## src/rtl/ahb_pkg.sv

```systemverilog
// ahb_pkg: AHB-Lite transfer-type encodings shared by ahb_master and ahb_slave.
package ahb_pkg;
    typedef enum logic [1:0] {
        IDLE   = 2'b00,
        BUSY   = 2'b01,
        NONSEQ = 2'b10,
        SEQ    = 2'b11
    } htrans_e;
endpackage

```

## src/rtl/ahb_master.sv

```systemverilog
// ahb_master: pipelined single-beat AHB-Lite master bridging a valid/ready command port
// to the bus, one transfer per cycle with overlapped address and data phases.
module ahb_master
    import ahb_pkg::*;
#(
    parameter int addrWidth = 8,
    parameter int dataWidth = 32
) (
    input  logic                 hclk,
    input  logic                 hresetn,
    input  logic                 cmd_valid,
    output logic                 cmd_ready,
    input  logic                 cmd_write,
    input  logic [addrWidth-1:0] cmd_addr,
    input  logic [dataWidth-1:0] cmd_wdata,
    output logic                 rsp_valid,
    output logic                 rsp_write,
    output logic [dataWidth-1:0] rsp_rdata,
    output logic [addrWidth-1:0] haddr,
    output logic                 hwrite,
    output logic [1:0]           htrans,
    output logic [dataWidth-1:0] hwdata,
    input  logic [dataWidth-1:0] hrdata,
    input  logic                 hready
);
    htrans_e              htrans_q, htrans_d;
    logic [addrWidth-1:0] haddr_q, haddr_d;
    logic                 hwrite_q, hwrite_d;
    logic [dataWidth-1:0] ap_wdata_q, ap_wdata_d;
    logic                 dp_valid_q, dp_valid_d;
    logic                 dp_write_q, dp_write_d;
    logic [dataWidth-1:0] dp_wdata_q, dp_wdata_d;
    logic                 rsp_valid_q, rsp_valid_d;
    logic                 rsp_write_q, rsp_write_d;
    logic [dataWidth-1:0] rsp_rdata_q, rsp_rdata_d;
    logic                 ap_done;

    assign cmd_ready = hready;
    assign ap_done   = hready && htrans_q == NONSEQ;

    // Every register advances only on hready; a wait state freezes both phases.
    always_comb begin
        htrans_d    = htrans_q;
        haddr_d     = haddr_q;
        hwrite_d    = hwrite_q;
        ap_wdata_d  = ap_wdata_q;
        dp_valid_d  = dp_valid_q;
        dp_write_d  = dp_write_q;
        dp_wdata_d  = dp_wdata_q;
        rsp_valid_d = 1'b0;
        rsp_write_d = rsp_write_q;
        rsp_rdata_d = rsp_rdata_q;
        if (hready) begin
            rsp_valid_d = dp_valid_q;
            rsp_write_d = dp_valid_q ? dp_write_q : rsp_write_q;
            rsp_rdata_d = (dp_valid_q && !dp_write_q) ? hrdata : rsp_rdata_q;
            dp_valid_d  = ap_done;
            dp_write_d  = ap_done ? hwrite_q : dp_write_q;
            dp_wdata_d  = (ap_done && hwrite_q) ? ap_wdata_q : dp_wdata_q;
            htrans_d    = cmd_valid ? NONSEQ : IDLE;
            haddr_d     = cmd_valid ? cmd_addr : haddr_q;
            hwrite_d    = cmd_valid ? cmd_write : hwrite_q;
            ap_wdata_d  = cmd_valid ? cmd_wdata : ap_wdata_q;
        end
    end

    always_ff @(posedge hclk or negedge hresetn) begin
        if (!hresetn) begin
            htrans_q    <= IDLE;
            haddr_q     <= '0;
            hwrite_q    <= 1'b0;
            ap_wdata_q  <= '0;
            dp_valid_q  <= 1'b0;
            dp_write_q  <= 1'b0;
            dp_wdata_q  <= '0;
            rsp_valid_q <= 1'b0;
            rsp_write_q <= 1'b0;
            rsp_rdata_q <= '0;
        end else begin
            htrans_q    <= htrans_d;
            haddr_q     <= haddr_d;
            hwrite_q    <= hwrite_d;
            ap_wdata_q  <= ap_wdata_d;
            dp_valid_q  <= dp_valid_d;
            dp_write_q  <= dp_write_d;
            dp_wdata_q  <= dp_wdata_d;
            rsp_valid_q <= rsp_valid_d;
            rsp_write_q <= rsp_write_d;
            rsp_rdata_q <= rsp_rdata_d;
        end
    end

    assign htrans    = htrans_q;
    assign haddr     = haddr_q;
    assign hwrite    = hwrite_q;
    assign hwdata    = dp_wdata_q;
    assign rsp_valid = rsp_valid_q;
    assign rsp_write = rsp_write_q;
    assign rsp_rdata = rsp_rdata_q;
endmodule
```

## config.mk

```make
export PLATFORM = sky130hd
export DESIGN_NAME = ahb_master
export DESIGN_NICKNAME = d
export VERILOG_FILES = /design/src/rtl/ahb_pkg.sv /design/src/rtl/ahb_master.sv
export SDC_FILE = /design/constraint.sdc
export NUM_CORES = 1
export LEC_CHECK = 0
export ABC_AREA = 1
export BUFFER_PORTS_ARGS = -buffer_cell sky130_fd_sc_hd__buf_2
export CAP_MARGIN = 20
export CORE_ASPECT_RATIO = 1.25
export CORE_MARGIN = 4
export CORE_UTILIZATION = 50
export CTS_CLUSTER_SIZE = 28
export DETAILED_ROUTE_END_ITERATION = 6
export HOLD_SLACK_MARGIN = 0.02
export MAX_ROUTING_LAYER = met4
export PLACE_DENSITY_LB_ADDON = 0.08
export SKIP_CTS_REPAIR_TIMING = 1
export SYNTH_ARGS = -nofsm -noshare
export SYNTH_HDL_FRONTEND = slang
export SYNTH_SLANG_ARGS = --single-unit
export TNS_END_PERCENT = 20
```

## constraint.sdc

```tcl
create_clock -name hclk -period 1.1 [get_ports hclk]
set_input_delay 0.055 -clock hclk [delete_from_list [all_inputs] [get_ports hclk]]
set_output_delay 0.055 -clock hclk [all_outputs]
set_load 0.03 [all_outputs]
```

==> results.sh <==
export IMPL_viasPerCell=5.11
export IMPL_gr_usage_met2_pct=37.4
export IMPL_first_global_vias=3924
export IMPL_hold_end="rsp_rdata[4]"
export IMPL_setup_viol=2
export IMPL_reg2reg_from="hwrite"
export IMPL_synth_xor_area_share_pct=0
export IMPL_critical_path_class="register to output port"
export IMPL_layout_drive_gt1_share_pct=28.6
export IMPL_crit_path_cell_trace="buf_12, buf_8"
export IMPL_clock_fmax_mhz=867
export IMPL_p_total_mw=12.3
export IMPL_clkTransAtPathRegs_ns=0.10
export IMPL_synth_adder_area_share_pct=0
export IMPL_num_rows=38
export IMPL_ys_top_cells_by_area="dfrtp_1 (62%), nand2_1 (18%), nand4_1 (9.1%)"
export IMPL_hpwl_um=7770
export IMPL_grt_max_degree=34
export IMPL_area_delta_synth_final_pct=46.8
export IMPL_final_cell_mix="nand2_1 (216), buf_2 (149), dfrtp_1 (108)"
export IMPL_avgSynthCellArea_um2=9.11
export IMPL_critPathSlowestCell="dfrtp_2"
export IMPL_worst_slack_ns=-0.0538
export IMPL_cts_sinks=110
export IMPL_r2r_end="hwdata[24]"
export IMPL_placed_area_um2=5400
export IMPL_grt_setup_unrepaired="true"
export IMPL_grt_usage_pct=22.8
export IMPL_status="finished with violations"
export IMPL_antenna_found_initial=0
export IMPL_ant_nets=0
export IMPL_min_period_ns=1.15
export IMPL_p_leak_nw=3.56
export IMPL_fp_dieArea_um2=10400
export IMPL_core_area_um2=8650
export IMPL_finalInstanceArea_um2=6480
export IMPL_ctsHtreeMaxLevel=3
export IMPL_crit_path_end_kind="output port"
export IMPL_min_from="hready"
export IMPL_crit_start="hwrite"
export IMPL_multi_input_area_um2=1460
export IMPL_violations="negative setup slack"
export IMPL_yosysSeqAreaShare_pct=62.3
export IMPL_cp_slowest_stage_delay_ns=0.46
export IMPL_io_buffers=153
export IMPL_synth_compound_area_share_pct=0.340
export IMPL_num_io_pins=155
export IMPL_path_max_fanout=6
export IMPL_n_antenna_cell=0
export IMPL_fin_crit_sh_pct=105
export IMPL_grt_first_pass_wirelength_um=18500
export IMPL_layout_commonest_cell="nand2_1"
export IMPL_ys_warn_count=0
export IMPL_use_met1_pct=28.4
export IMPL_nets=788
export IMPL_syn_nets=562
export IMPL_wirelength_um=12900
export IMPL_synth_seq_cells=110
export IMPL_drt_iter0_drc=299
export IMPL_die_x_um=92.1
export IMPL_cap_viol_max_count=0
export IMPL_hold_depth=3
export IMPL_synth_simple_gate_area_share_pct=32.3
export IMPL_insertion_delay_ns=0.37
export IMPL_rr_worst_depth=5
export IMPL_drt_pre_antenna_iters=5
export IMPL_syn_cell_area_um2=4420
export IMPL_skew_ns=0.00724
export IMPL_drc_errors=0
export IMPL_cts_path_max_buffers=2
export IMPL_final_util_pct=74.9
export IMPL_synth_top_family_by_area="simple AND/OR/NAND/NOR gates"
export IMPL_finalHoldViolations=0
export IMPL_cts_made_buffers=9
export IMPL_synth_top_area_share_pct=62.3
export IMPL_gp_congestion=0.785
export IMPL_startpoint_type="register"
export IMPL_cts_tree="done"
export IMPL_initial_core_util_pct=51.0
export IMPL_hp_class="input port to register"
export IMPL_route_vias_total=4275
export IMPL_cp_required_ns=1.04
export IMPL_grt_overflow=0
export IMPL_post_drt_wl_per_cell_um=15.4
export IMPL_ir_worst_vdd_v=0.00113
export IMPL_r2r_setup_slack_ns=0.02
export IMPL_power_density_nw_per_um2=1900
export IMPL_syn_inst=485
export IMPL_slew_violations=0
export IMPL_fill_cells=638
export IMPL_worstPathArrival_ns=1.10
export IMPL_synth_area_mux_share_pct=0
export IMPL_die_y_um=113
export IMPL_grt_busiest_layer="met2"
export IMPL_use_met3_pct=4.79
export IMPL_clockRootBuffer="clkbuf_8"
export IMPL_synth_cell_types=11
export IMPL_seq_area_um2=2760
export IMPL_synth_top_area_cell="dfrtp_1"
[metal layers]
| metal | vias up | routed length, µm |
|---|---|---|
| met5 | - | 0 |
| met4 | 0 | 273 |
| met3 | 23 | 778 |
| met2 | 182 | 6760 |
| met1 | 2023 | 5110 |
| li1 | 2047 | - |
[worst max-delay path by stage]
stage	slack (ns)	end
2_1_floorplan	0.01	hwdata[10]
3_3_place_gp	0.13	rsp_rdata[6]
3_5_place_dp	0.08	rsp_rdata[9]
4_1_cts	-0.24	htrans[1]
5_1_grt	-0.09	hwrite
6_report	-0.05	hwrite
[registers in the layout (all words and copies together) (netlist names)]
signal / flops
ap_wdata_q: 32
dp_valid_q: 1
dp_write_q: 1
haddr: 8
htrans: 1
hwdata: 32
hwrite: 1
rsp_rdata: 32
rsp_valid: 1
rsp_write: 1
[Yosys cell counts, drive strengths merged]
library cell and instances:
nand2 216, dfrtp 110, nand4 64, nand3 43, buf 27, clkbuf 17, inv 3, o21ai 3
clkinv 1, conb 1
[cells by family (layout without fill, tap and decap cells)]
logic type      after synthesis  count (layout)
flops                       110             110
buf+inv                      48             279
other cells                   1               1
simple gates                323             323
compound gates                3               3
[layout make-up]
class,count,share of cell area [%]
Sequential cell,110,42.5
Tap cell,120,2.32
Clock buffer,14,2.97
Inverter,4,0.232
Multi-Input combinational cell,327,22.4
Clock inverter,2,0.193
Timing Repair Buffer,259,29.3
[stage by stage]
step / instances / TNS, ns / hold WS [ns] / worst slack [ns]
after floorplan: 485 / 0 / -0.241 / 0.0116
after detailed placement: 739 / 0 / 0.0260 / 0.0834
after global routing: 836 / -0.580 / 0.0483 / -0.0897
after global placement: 739 / 0 / 0.0197 / 0.130
after CTS: 755 / -0.398 / -0.386 / -0.235
final: 836 / -0.107 / 0.0561 / -0.0538
[worst max-delay path: cells and delay by family, from the launching register on]
family	cells	cell delay (ns)
buffers and inverters	2	0.28
DFF	1	0.46
[power breakdown]
part / leakage (nW) / switching, mW / internal (mW)
clock: 0.105 / 1.29 / 1.13
sequential: 1.37 / 0.517 / 4.96
combinational: 2.09 / 2.96 / 1.44
(Power assumes the default switching activity.)
